## config.mk

```make
export PLATFORM = sky130hd
export DESIGN_NAME = fetch_unit_flat
export DESIGN_NICKNAME = d
export VERILOG_FILES = /design/src/rtl/cpu_pkg.sv /design/src/rtl/fetch_unit_if.sv /design/src/rtl/pc_next.sv /design/src/rtl/fetch_unit.sv /design/src/flat_wrapper.sv
export SDC_FILE = /design/constraint.sdc
export NUM_CORES = 1
export LEC_CHECK = 0
export CORE_UTILIZATION = 40
export DETAILED_ROUTE_END_ITERATION = 8
export HOLD_SLACK_MARGIN = 0.08
export PLACE_DENSITY = 0.74
export RECOVER_POWER = 25
export SETUP_SLACK_MARGIN = 0.1
export SYNTH_ARGS = -nofsm -noshare
export SYNTH_HDL_FRONTEND = slang
export SYNTH_SLANG_ARGS = --single-unit
```

## constraint.sdc

```tcl
create_clock -name clk -period 2.9 [get_ports clk]
set_input_delay 0.58 -clock clk [delete_from_list [all_inputs] [get_ports clk]]
set_output_delay 0.58 -clock clk [all_outputs]
set_load 0.03 [all_outputs]
```

## src/rtl/cpu_pkg.sv

```systemverilog
// rtl/cpu_pkg.sv - shared CPU types: opcodes, fetch states, instruction field positions
package cpu_pkg;

  typedef logic [3:0] opcode_t;

  localparam opcode_t OP_HALT = 4'b1111;

  localparam int OP_MSB = 15;
  localparam int OP_LSB = 12;

  typedef enum logic [1:0] {
    FETCH = 2'd0,
    ISSUE = 2'd1,
    HALT  = 2'd2
  } fetch_state_t;

endpackage

```

## src/rtl/fetch_unit_if.sv

```systemverilog
// rtl/fetch_unit_if.sv - fetch unit bus: instruction memory, issue handshake and decoder feedback
interface fetch_unit_if #(
  parameter int PC_W = 8
);
  import cpu_pkg::*;

  logic            imem_req;
  logic [PC_W-1:0] imem_addr;
  logic            imem_valid;
  logic [15:0]     imem_rdata;
  opcode_t         op;
  logic [15:0]     instr;
  logic            instr_valid;
  logic            instr_ready;
  logic            jump;
  logic            branch;
  logic            zero;
  logic [PC_W-1:0] pc;
  logic            halted;

  modport master (
    output imem_req, imem_addr, op, instr, instr_valid, pc, halted,
    input  imem_valid, imem_rdata, instr_ready, jump, branch, zero
  );

  modport slave (
    input  imem_req, imem_addr, op, instr, instr_valid, pc, halted,
    output imem_valid, imem_rdata, instr_ready, jump, branch, zero
  );

endinterface

```

## src/rtl/pc_next.sv

```systemverilog
// rtl/pc_next.sv - combinational next-PC selector: jump, taken branch or sequential
module pc_next #(
  parameter int PC_W  = 8,
  parameter int IMM_W = 4
) (
  input  logic [PC_W-1:0] pc,
  input  logic [15:0]     instr,
  input  logic            jump,
  input  logic            branch,
  input  logic            zero,
  output logic [PC_W-1:0] next_pc
);

  logic [PC_W-1:0] offset;
  logic [PC_W-1:0] seq_pc;
  logic            unused_instr;

  assign seq_pc       = pc + PC_W'(1);
  assign unused_instr = ^instr;

  // Sign-extend the low IMM_W bits of the instruction to a PC-wide offset
  always_comb begin
    offset = '0;
    for (int i = 0; i < PC_W; i++) begin
      offset[i] = (i < IMM_W) ? instr[i] : instr[IMM_W-1];
    end
  end

  // Jump beats a taken branch; a branch without zero falls through; all modulo 2^PC_W
  always_comb begin
    next_pc = seq_pc;
    if (jump) begin
      next_pc = instr[PC_W-1:0];
    end else if (branch && zero) begin
      next_pc = seq_pc + offset;
    end
  end

endmodule

```

## src/rtl/fetch_unit.sv

```systemverilog
// rtl/fetch_unit.sv - fetch/issue sequencer; optional HALT opcode support under FETCH_HALT_EN
module fetch_unit
  import cpu_pkg::*;
#(
  parameter int PC_W  = 8,
  parameter int IMM_W = 4
) (
  input  logic         clk,
  input  logic         reset,
  fetch_unit_if.master bus
);

  fetch_state_t    state;
  fetch_state_t    state_nxt;
  logic [15:0]     ir;
  logic [PC_W-1:0] pc_q;
  logic [PC_W-1:0] pc_calc;
  logic            accept;
  logic            is_halt;

  assign accept = (state == ISSUE) && bus.instr_ready;

`ifdef FETCH_HALT_EN
  assign is_halt = (opcode_t'(ir[OP_MSB:OP_LSB]) == OP_HALT);
`else
  assign is_halt = 1'b0;
`endif

  pc_next #(
    .PC_W  (PC_W),
    .IMM_W (IMM_W)
  ) u_pc_next (
    .pc      (pc_q),
    .instr   (ir),
    .jump    (bus.jump),
    .branch  (bus.branch),
    .zero    (bus.zero),
    .next_pc (pc_calc)
  );

  // State register
  always_ff @(posedge clk or posedge reset) begin
    if (reset) state <= FETCH;
    else       state <= state_nxt;
  end

  // Next state: fetch until memory answers, issue until the backend accepts
  always_comb begin
    state_nxt = state;
    case (state)
      FETCH:   if (bus.imem_valid) state_nxt = ISSUE;
      ISSUE:   if (bus.instr_ready) state_nxt = is_halt ? HALT : FETCH;
      HALT:    state_nxt = HALT;
      default: state_nxt = FETCH;
    endcase
  end

  // Instruction register loads only on the FETCH->ISSUE edge
  always_ff @(posedge clk or posedge reset) begin
    if (reset)                                  ir <= '0;
    else if (state == FETCH && bus.imem_valid)  ir <= bus.imem_rdata;
  end

  // PC advances on an accepted issue; a halting instruction leaves it in place
  always_ff @(posedge clk or posedge reset) begin
    if (reset)                  pc_q <= '0;
    else if (accept && !is_halt) pc_q <= pc_calc;
  end

  // Request is gated by reset so it drops the moment reset asserts
  assign bus.imem_req    = (state == FETCH) && !reset;
  assign bus.imem_addr   = pc_q;
  assign bus.instr_valid = (state == ISSUE);
  assign bus.instr       = ir;
  assign bus.op          = opcode_t'(ir[OP_MSB:OP_LSB]);
  assign bus.pc          = pc_q;
`ifdef FETCH_HALT_EN
  assign bus.halted      = (state == HALT);
`else
  assign bus.halted      = 1'b0;
`endif

endmodule

```

## src/flat_wrapper.sv

```systemverilog
// flat-port wrapper written by rule: the top's interface ports become plain ports
module fetch_unit_flat import cpu_pkg::*;
#(
  parameter int PC_W  = 8,
  parameter int IMM_W = 4
)
  (clk, reset, bus_imem_req, bus_imem_addr, bus_op, bus_instr, bus_instr_valid, bus_pc, bus_halted, bus_imem_valid, bus_imem_rdata, bus_instr_ready, bus_jump, bus_branch, bus_zero);
  fetch_unit_if #(.PC_W(PC_W)) bus_i ();
  input  logic clk;
  input  logic reset;
  output wire logic [$bits(bus_i.imem_req)-1:0] bus_imem_req;
  output wire logic [$bits(bus_i.imem_addr)-1:0] bus_imem_addr;
  output wire logic [$bits(bus_i.op)-1:0] bus_op;
  output wire logic [$bits(bus_i.instr)-1:0] bus_instr;
  output wire logic [$bits(bus_i.instr_valid)-1:0] bus_instr_valid;
  output wire logic [$bits(bus_i.pc)-1:0] bus_pc;
  output wire logic [$bits(bus_i.halted)-1:0] bus_halted;
  input wire logic [$bits(bus_i.imem_valid)-1:0] bus_imem_valid;
  input wire logic [$bits(bus_i.imem_rdata)-1:0] bus_imem_rdata;
  input wire logic [$bits(bus_i.instr_ready)-1:0] bus_instr_ready;
  input wire logic [$bits(bus_i.jump)-1:0] bus_jump;
  input wire logic [$bits(bus_i.branch)-1:0] bus_branch;
  input wire logic [$bits(bus_i.zero)-1:0] bus_zero;
  assign bus_imem_req = bus_i.imem_req;
  assign bus_imem_addr = bus_i.imem_addr;
  assign bus_op = bus_i.op;
  assign bus_instr = bus_i.instr;
  assign bus_instr_valid = bus_i.instr_valid;
  assign bus_pc = bus_i.pc;
  assign bus_halted = bus_i.halted;
  assign bus_i.imem_valid = bus_imem_valid;
  assign bus_i.imem_rdata = bus_imem_rdata;
  assign bus_i.instr_ready = bus_instr_ready;
  assign bus_i.jump = bus_jump;
  assign bus_i.branch = bus_branch;
  assign bus_i.zero = bus_zero;
  fetch_unit #(.PC_W(PC_W), .IMM_W(IMM_W)) u_core (.clk(clk), .reset(reset), .bus(bus_i));
endmodule
```

==> flow_metrics.env, run 1 <==
export IMPL_synth_fp_nets=200
export IMPL_wl_per_cell_um=13.9
export IMPL_crit_type="reg2reg"
export IMPL_postCtsResizedCells=0
export IMPL_dr_wl_met2_um=1750
export IMPL_wl_met1_um=1710
export IMPL_cp_num_buf_inv=0
export IMPL_dpl_hpwl_um=2820
export IMPL_synth_most_common_cell="dfrtp_1"
export IMPL_chipHeight_um=66.4
export IMPL_drive_gt1_share_pct=11.1
export IMPL_critPathTopFamily="compound AO/OA/AOI/OAI gates"
export IMPL_yosys_area_top_type="dfrtp_1"
export IMPL_status="complete, no violations"
export IMPL_clock_path_buffers=2
export IMPL_syn_instance_count=167
export IMPL_die_w_um=66.4
export IMPL_synth_area_um2=1660
export IMPL_grt_overflow=0
export IMPL_drtPass1Iterations=4
export IMPL_worst_pin_slew_ps=1430
export IMPL_synth_seq_cells=26
export IMPL_slew_headroom_pct=4.94
export IMPL_start_util_pct=41.4
export IMPL_port_buffers=60
export IMPL_synth_edff_count=0
export IMPL_yosysSeqAreaShare_pct=39.2
export IMPL_ir_drop_uv=486
export IMPL_period_needed_ps=2610
export IMPL_finalSetupTns_ps=0
export IMPL_synth_common_cells="26 x dfrtp_1, 15 x mux2_2, 15 x nand2_1"
export IMPL_synth_top_area_share_pct=39.2
export IMPL_regToRegStartpoint="u_core.bus.imem_addr[0]$_DFFE_PP0P_"
export IMPL_rsz0062_at_grt="false"
export IMPL_hold_viol=0
export IMPL_grt_pass1_wl_um=6060
export IMPL_grt_pass1_vias=1321
export IMPL_cp_cell_sequence="ha_1 -> nand2_1 -> xnor2_1 -> ha_1 -> a21o_1 -> a221oi_1 -> o211ai_1 -> xnor2_1 -> a221o_1"
export IMPL_utilization_pct=57.0
export IMPL_yosys_warnings=0
export IMPL_worst_skew_pair_late_latency_ps=270
export IMPL_grt_max_degree=27
export IMPL_drv_cap=0
export IMPL_gp_congestion=0.915
export IMPL_fin_skew_ps=7.82
export IMPL_hp_start="u_core.state[0]$_DFFE_PP0P_"
export IMPL_cpPeakStageDelay_ps=490
export IMPL_top_layer_used="met4"
export IMPL_clockRootBuffer="clkbuf_8"
export IMPL_viasPerCell=5.20
export IMPL_startpoint="u_core.bus.imem_addr[0]$_DFFE_PP0P_"
export IMPL_ant_nets=0
export IMPL_yosys_most_used_dff="dfrtp_1"
export IMPL_synth_area_leaders="dfrtp_1 39%, mux2_2 10%, ha_1 6.8%"
export IMPL_synth_cell_types=36
export IMPL_worstPathArrival_ps=2770
export IMPL_critPathRequiredTime_ps=3060
export IMPL_n_antenna_cell=0
export IMPL_fin_crit_sh_pct=89.9
export IMPL_max_freq_mhz=384
export IMPL_power_leakage_nw=0.967
export IMPL_layout_nets=250
export IMPL_num_vias=1383
export IMPL_cpMaxStageDelayCell="dfrtp_1"
export IMPL_path_max_fanout=8
export IMPL_rows=23
export IMPL_hp_class="reg2reg"
export IMPL_grt_usage_pct=17.9
export IMPL_die_area_um2=4410
export IMPL_wl_met3_um=220
export IMPL_critPathCaptureType="flip-flop"
export IMPL_finalSetupViolCount=0
export IMPL_core_area_um2=4000
export IMPL_numCtsBuffers=3
export IMPL_drt_iter0_drc=70
export IMPL_slew_violations=0
export IMPL_power_density_nw_per_um2=995
export IMPL_cts_setup_buffers=0
export IMPL_cts_sinks=26
export IMPL_clk_pin_slew_worst_paths_ps=90
export IMPL_whs_ps=513
export IMPL_antenna_found_initial=0
export IMPL_route_detailed_drc=0
export IMPL_hold_buffers=0
export IMPL_avgSynthCellArea_um2=9.93
export IMPL_async_flop_share_pct=100
export IMPL_cts_tree="done"
export IMPL_cp_start_kind="flip-flop"
export IMPL_wl_um=3700
export IMPL_area_delta_synth_final_pct=37.5
export IMPL_htreeDepth=1
export IMPL_io_pins=62
==> sequential cells by signal, indices dropped and copies added, names as in the netlist <==
signal	flops
u_core.bus.instr	16
u_core.bus.imem_addr	8
u_core.state	2
==> per-stage QoR <==
step | worst slack (ps) | total power, mW | instances | cell area (um2)
2_1_floorplan | 346 | 1.62 | 167 | 1660
3_3_place_gp | 453 | 2.03 | 262 | 2230
3_5_place_dp | 312 | 2.05 | 262 | 2230
4_1_cts | 298 | 2.29 | 266 | 2280
5_1_grt | 114 | 2.43 | 266 | 2280
6_report | 293 | 2.27 | 266 | 2280
==> layer usage <==
metal  track usage (%)  vias to the layer above
met4              1.86                        0
met1              23.7                      662
met3              5.00                        2
li1                  -                      679
met2              29.7                       40
met5                 0                        -
==> power by group <==
group / switching [mW] / total (mW) / internal, mW
Clock: 0.112 / 0.233 / 0.121
Combinational: 0.789 / 1.44 / 0.650
Sequential: 0.135 / 0.596 / 0.462
Total: 1.04 / 2.27 / 1.23
==> worst reg2reg max path: cells and delay by family, from the launching register on <==
| family | cells | cell delay, ps |
|---|---|---|
| adder cells (fa/ha/maj) | 2 | 600 |
| flip-flops | 1 | 490 |
| XOR/XNOR | 2 | 350 |
| AND/OR/NAND/NOR | 1 | 80 |
| AO/OA/AOI/OAI | 4 | 990 |
==> logic make-up after synthesis <==
group                    share of synthesized area, %
AO/OA/AOI/OAI                                    15.3
XOR/XNOR                                         5.28
adder cells (fa/ha/maj)                          8.00
buffers and inverters                            8.15
flip-flops                                       39.2
multiplexers                                     11.4
other                                           0.226
AND/OR/NAND/NOR                                  12.4
==> worst paths after layout <==
check | to | slack [ps] | cells after the start
min in group asynchronous | u_core.bus.instr[11]$_DFFE_PP0P_ | 1270 | 3
worst min register to register | u_core.state[1]$_DFFE_PP0P_ | 510 | 1
worst max-delay path | u_core.bus.imem_addr[7]$_DFFE_PP0P_ | 290 | 9
worst min-delay path | u_core.state[1]$_DFFE_PP0P_ | 510 | 1
worst max register to register | u_core.bus.imem_addr[7]$_DFFE_PP0P_ | 290 | 9
max in group asynchronous | u_core.bus.instr[5]$_DFFE_PP0P_ | 800 | 3
==> cell usage in the layout (no fill, tap or decap), types with 2 or more instances in the layout <==
cell type and instances:
nand2b_1 2, a221o_1 2, clkbuf_8 4, a211oi_1 4, xnor2_1 6, o211ai_1 2
clkdlybuf4s50_1 59, nor2_1 8, buf_4 2, a21o_1 5, nand3_1 4, nor3b_1 2
ha_1 9, o21ai_0 9, nand2_1 15, dfrtp_1 26, xor2_1 4, nor3_1 4
mux2_2 15, inv_1 4, mux2i_1 2, a21oi_1 11
==> final cells by class <==
cell class | count | area, um2
clock buffers | 4 | 55.1
fillers | 371 | 1720
inverters | 4 | 15.0
multi-input cells | 119 | 877
flip-flops and latches | 26 | 651
well taps | 50 | 62.6
repair buffers | 63 | 619
Power figures use the tool's default switching activity.
==> run 2: changes to the inputs <==
- GPL_TIMING_DRIVEN: unset -> 0
==> run 2 against run 1 <==
Against the previous run: core utilization rose by 2.1 points; count of clock-buffer cells in the layout is 1 lower; non-clock buffer count is 15 higher; flip-flop and latch count unchanged; critical path type unchanged; clock skew down 5.6 ps; cell area rose by 3.7%; highest routed layer unchanged; final cell count up 5.3%; largest power group unchanged; critical path depth unchanged; sequential power is 0.7% higher; largest cell class unchanged; fmax is 1.3% higher.
==> flow_metrics.env, run 2 (synthesis gave the netlist of run 1 again) <==
export IMPL_status="complete, no violations"
export IMPL_final_cell_mix="59 x clkdlybuf4s50_1, 25 x dfrtp_1, 15 x mux2_2, 15 x nand2_1, 13 x buf_4"
export IMPL_switching_share_pct=44.9
export IMPL_layout_nets=265
export IMPL_numCtsBuffers=3
export IMPL_start_util_pct=41.4
export IMPL_fin_crit_sh_pct=88.7
export IMPL_die_w_um=66.4
export IMPL_clk_pin_slew_worst_paths_ps=80
export IMPL_utilization_pct=59.1
export IMPL_clock_path_buffers=2
export IMPL_critPathCaptureType="flip-flop"
export IMPL_worst_skew_pair_late_latency_ps=260
export IMPL_seqPwrFrac_pct=25.9
export IMPL_rows=23
export IMPL_final_common_cell="clkdlybuf4s50_1"
export IMPL_whs_ps=489
export IMPL_chipHeight_um=66.4
export IMPL_grt_max_degree=27
export IMPL_power_density_nw_per_um2=979
export IMPL_area_delta_synth_final_pct=42.6
export IMPL_cp_start_kind="flip-flop"
export IMPL_grt_overflow=0
export IMPL_power_leakage_nw=1.02
export IMPL_dpl_hpwl_um=2800
export IMPL_crit_type="reg2reg"
export IMPL_core_area_um2=4000
export IMPL_route_detailed_drc=0
export IMPL_gp_congestion=0.808
export IMPL_hp_class="reg2reg"
export IMPL_antenna_found_initial=0
export IMPL_slew_headroom_pct=37.9
export IMPL_slew_violations=0
export IMPL_finalSetupViolCount=0
export IMPL_htreeDepth=1
export IMPL_fin_skew_ps=2.23
export IMPL_die_area_um2=4410
export IMPL_path_max_fanout=7
export IMPL_grt_pass1_vias=1320
export IMPL_internal_power_mw=1.28
export IMPL_n_antenna_cell=0
export IMPL_drive_gt1_share_pct=16.1
export IMPL_pwr_share_comb_pct=65.8
export IMPL_port_buffers=60
export IMPL_worst_pin_slew_ps=931
export IMPL_wl_per_cell_um=12.8
export IMPL_finalSetupTns_ps=0
export IMPL_clockRootBuffer="clkbuf_8"
export IMPL_viasPerCell=5.05
export IMPL_cts_tree="done"
export IMPL_worstPathArrival_ps=2730
export IMPL_grt_usage_pct=17.6
export IMPL_io_pins=62
export IMPL_num_vias=1413
export IMPL_drt_iter0_drc=68
export IMPL_ir_drop_uv=497
export IMPL_largest_reg_flops=16
export IMPL_drv_cap=0
export IMPL_critPathRequiredTime_ps=3050
export IMPL_ant_nets=0
export IMPL_hold_viol=0
export IMPL_power_share_clock_pct=8.3
export IMPL_wl_um=3580
export IMPL_r2r_cells=9
export IMPL_p_switching_mw=1.04
export IMPL_drtPass1Iterations=6
export IMPL_cts_sinks=26
export IMPL_rrSetupSlack_ps=330
export IMPL_max_freq_mhz=389
export IMPL_rsz0062_at_grt="false"
export IMPL_grt_pass1_wl_um=5910
export IMPL_min_path_cells=1
export IMPL_period_needed_ps=2570
## run 2: cell types whose count changed in the layout (fill, tap and decap cells not counted)
cell      before  now
buf_4          2   13
buf_2          0    3
clkbuf_1       1    2
clkbuf_8       4    3
dfrtp_1       26   25
dfrtp_2        0    1
nor3b_1        2    3
nor3b_2        1    0
## run 2: power groups by stage
| stage | Sequential (mW) | Combinational [mW] | Clock [mW] |
|---|---|---|---|
| floorplan | 0.773 | 0.851 | 0 |
| global placement | 0.601 | 1.50 | 0 |
| detailed placement | 0.606 | 1.51 | 0 |
| CTS | 0.600 | 1.52 | 0.201 |
| global route | 0.623 | 1.65 | 0.217 |
| finish | 0.600 | 1.52 | 0.192 |
## run 2: final timing paths
check / from / endpoint
min in group asynchronous: reset / u_core.bus.instr[5]$_DFFE_PP0P_
setup / recovery: u_core.bus.imem_addr[1]$_DFFE_PP0P_ / u_core.bus.imem_addr[7]$_DFFE_PP0P_
hold reg to reg: u_core.state[0]$_DFFE_PP0P_ / u_core.state[1]$_DFFE_PP0P_
hold / removal: u_core.state[0]$_DFFE_PP0P_ / u_core.state[1]$_DFFE_PP0P_
setup reg to reg: u_core.bus.imem_addr[1]$_DFFE_PP0P_ / u_core.bus.imem_addr[7]$_DFFE_PP0P_
max in group asynchronous: reset / u_core.bus.imem_addr[0]$_DFFE_PP0P_
## run 2: layout make-up
cell class                      instances  area, um2
Multi-Input combinational cell        119        872
Tap cell                               50       62.6
Timing Repair Buffer                   60        601
Clock buffer                            3       41.3
Fill cell                             361       1640
Buffer                                 18        120
Sequential cell                        26        652
Inverter                                4       15.0
## run 2: through the flow
stage / worst slack [ps] / instance area (um2) / total power, mW / instances
after CTS: 258 / 2360 / 2.32 / 280
final: 327 / 2360 / 2.31 / 280
after detailed placement: 276 / 2320 / 2.12 / 277
after floorplan: 346 / 1660 / 1.62 / 167
after global placement: 287 / 2320 / 2.10 / 277
after global routing: 156 / 2360 / 2.49 / 280
## run 2: metal layers
layer | routed length [um] | GRT usage, % | part of all wire [%] | up-vias
li1 | - | - | - | 715
met1 | 1650 | 23.8 | 46 | 660
met2 | 1750 | 28.7 | 49 | 36
met3 | 155 | 3.97 | 4.3 | 2
met4 | 19 | 3.19 | 0.53 | 0
met5 | 0 | 0 | 0 | -
## run 2: what timing repair did
action	4_1_cts	5_1_grt
hold buffers	0	0
endpoints found under the setup margin	0	1
buffers inserted	0	0
gates resized for setup	0	1
## run 2: critical path, cell delays in order (launching register included)
cell and delay, ps:
dfrtp_1 460, ha_1 250, nand2_1 80, xnor2_1 220
ha_1 340, a21o_1 210, a221oi_1 270, o211ai_1 160
xnor2_1 150, a221o_1 310
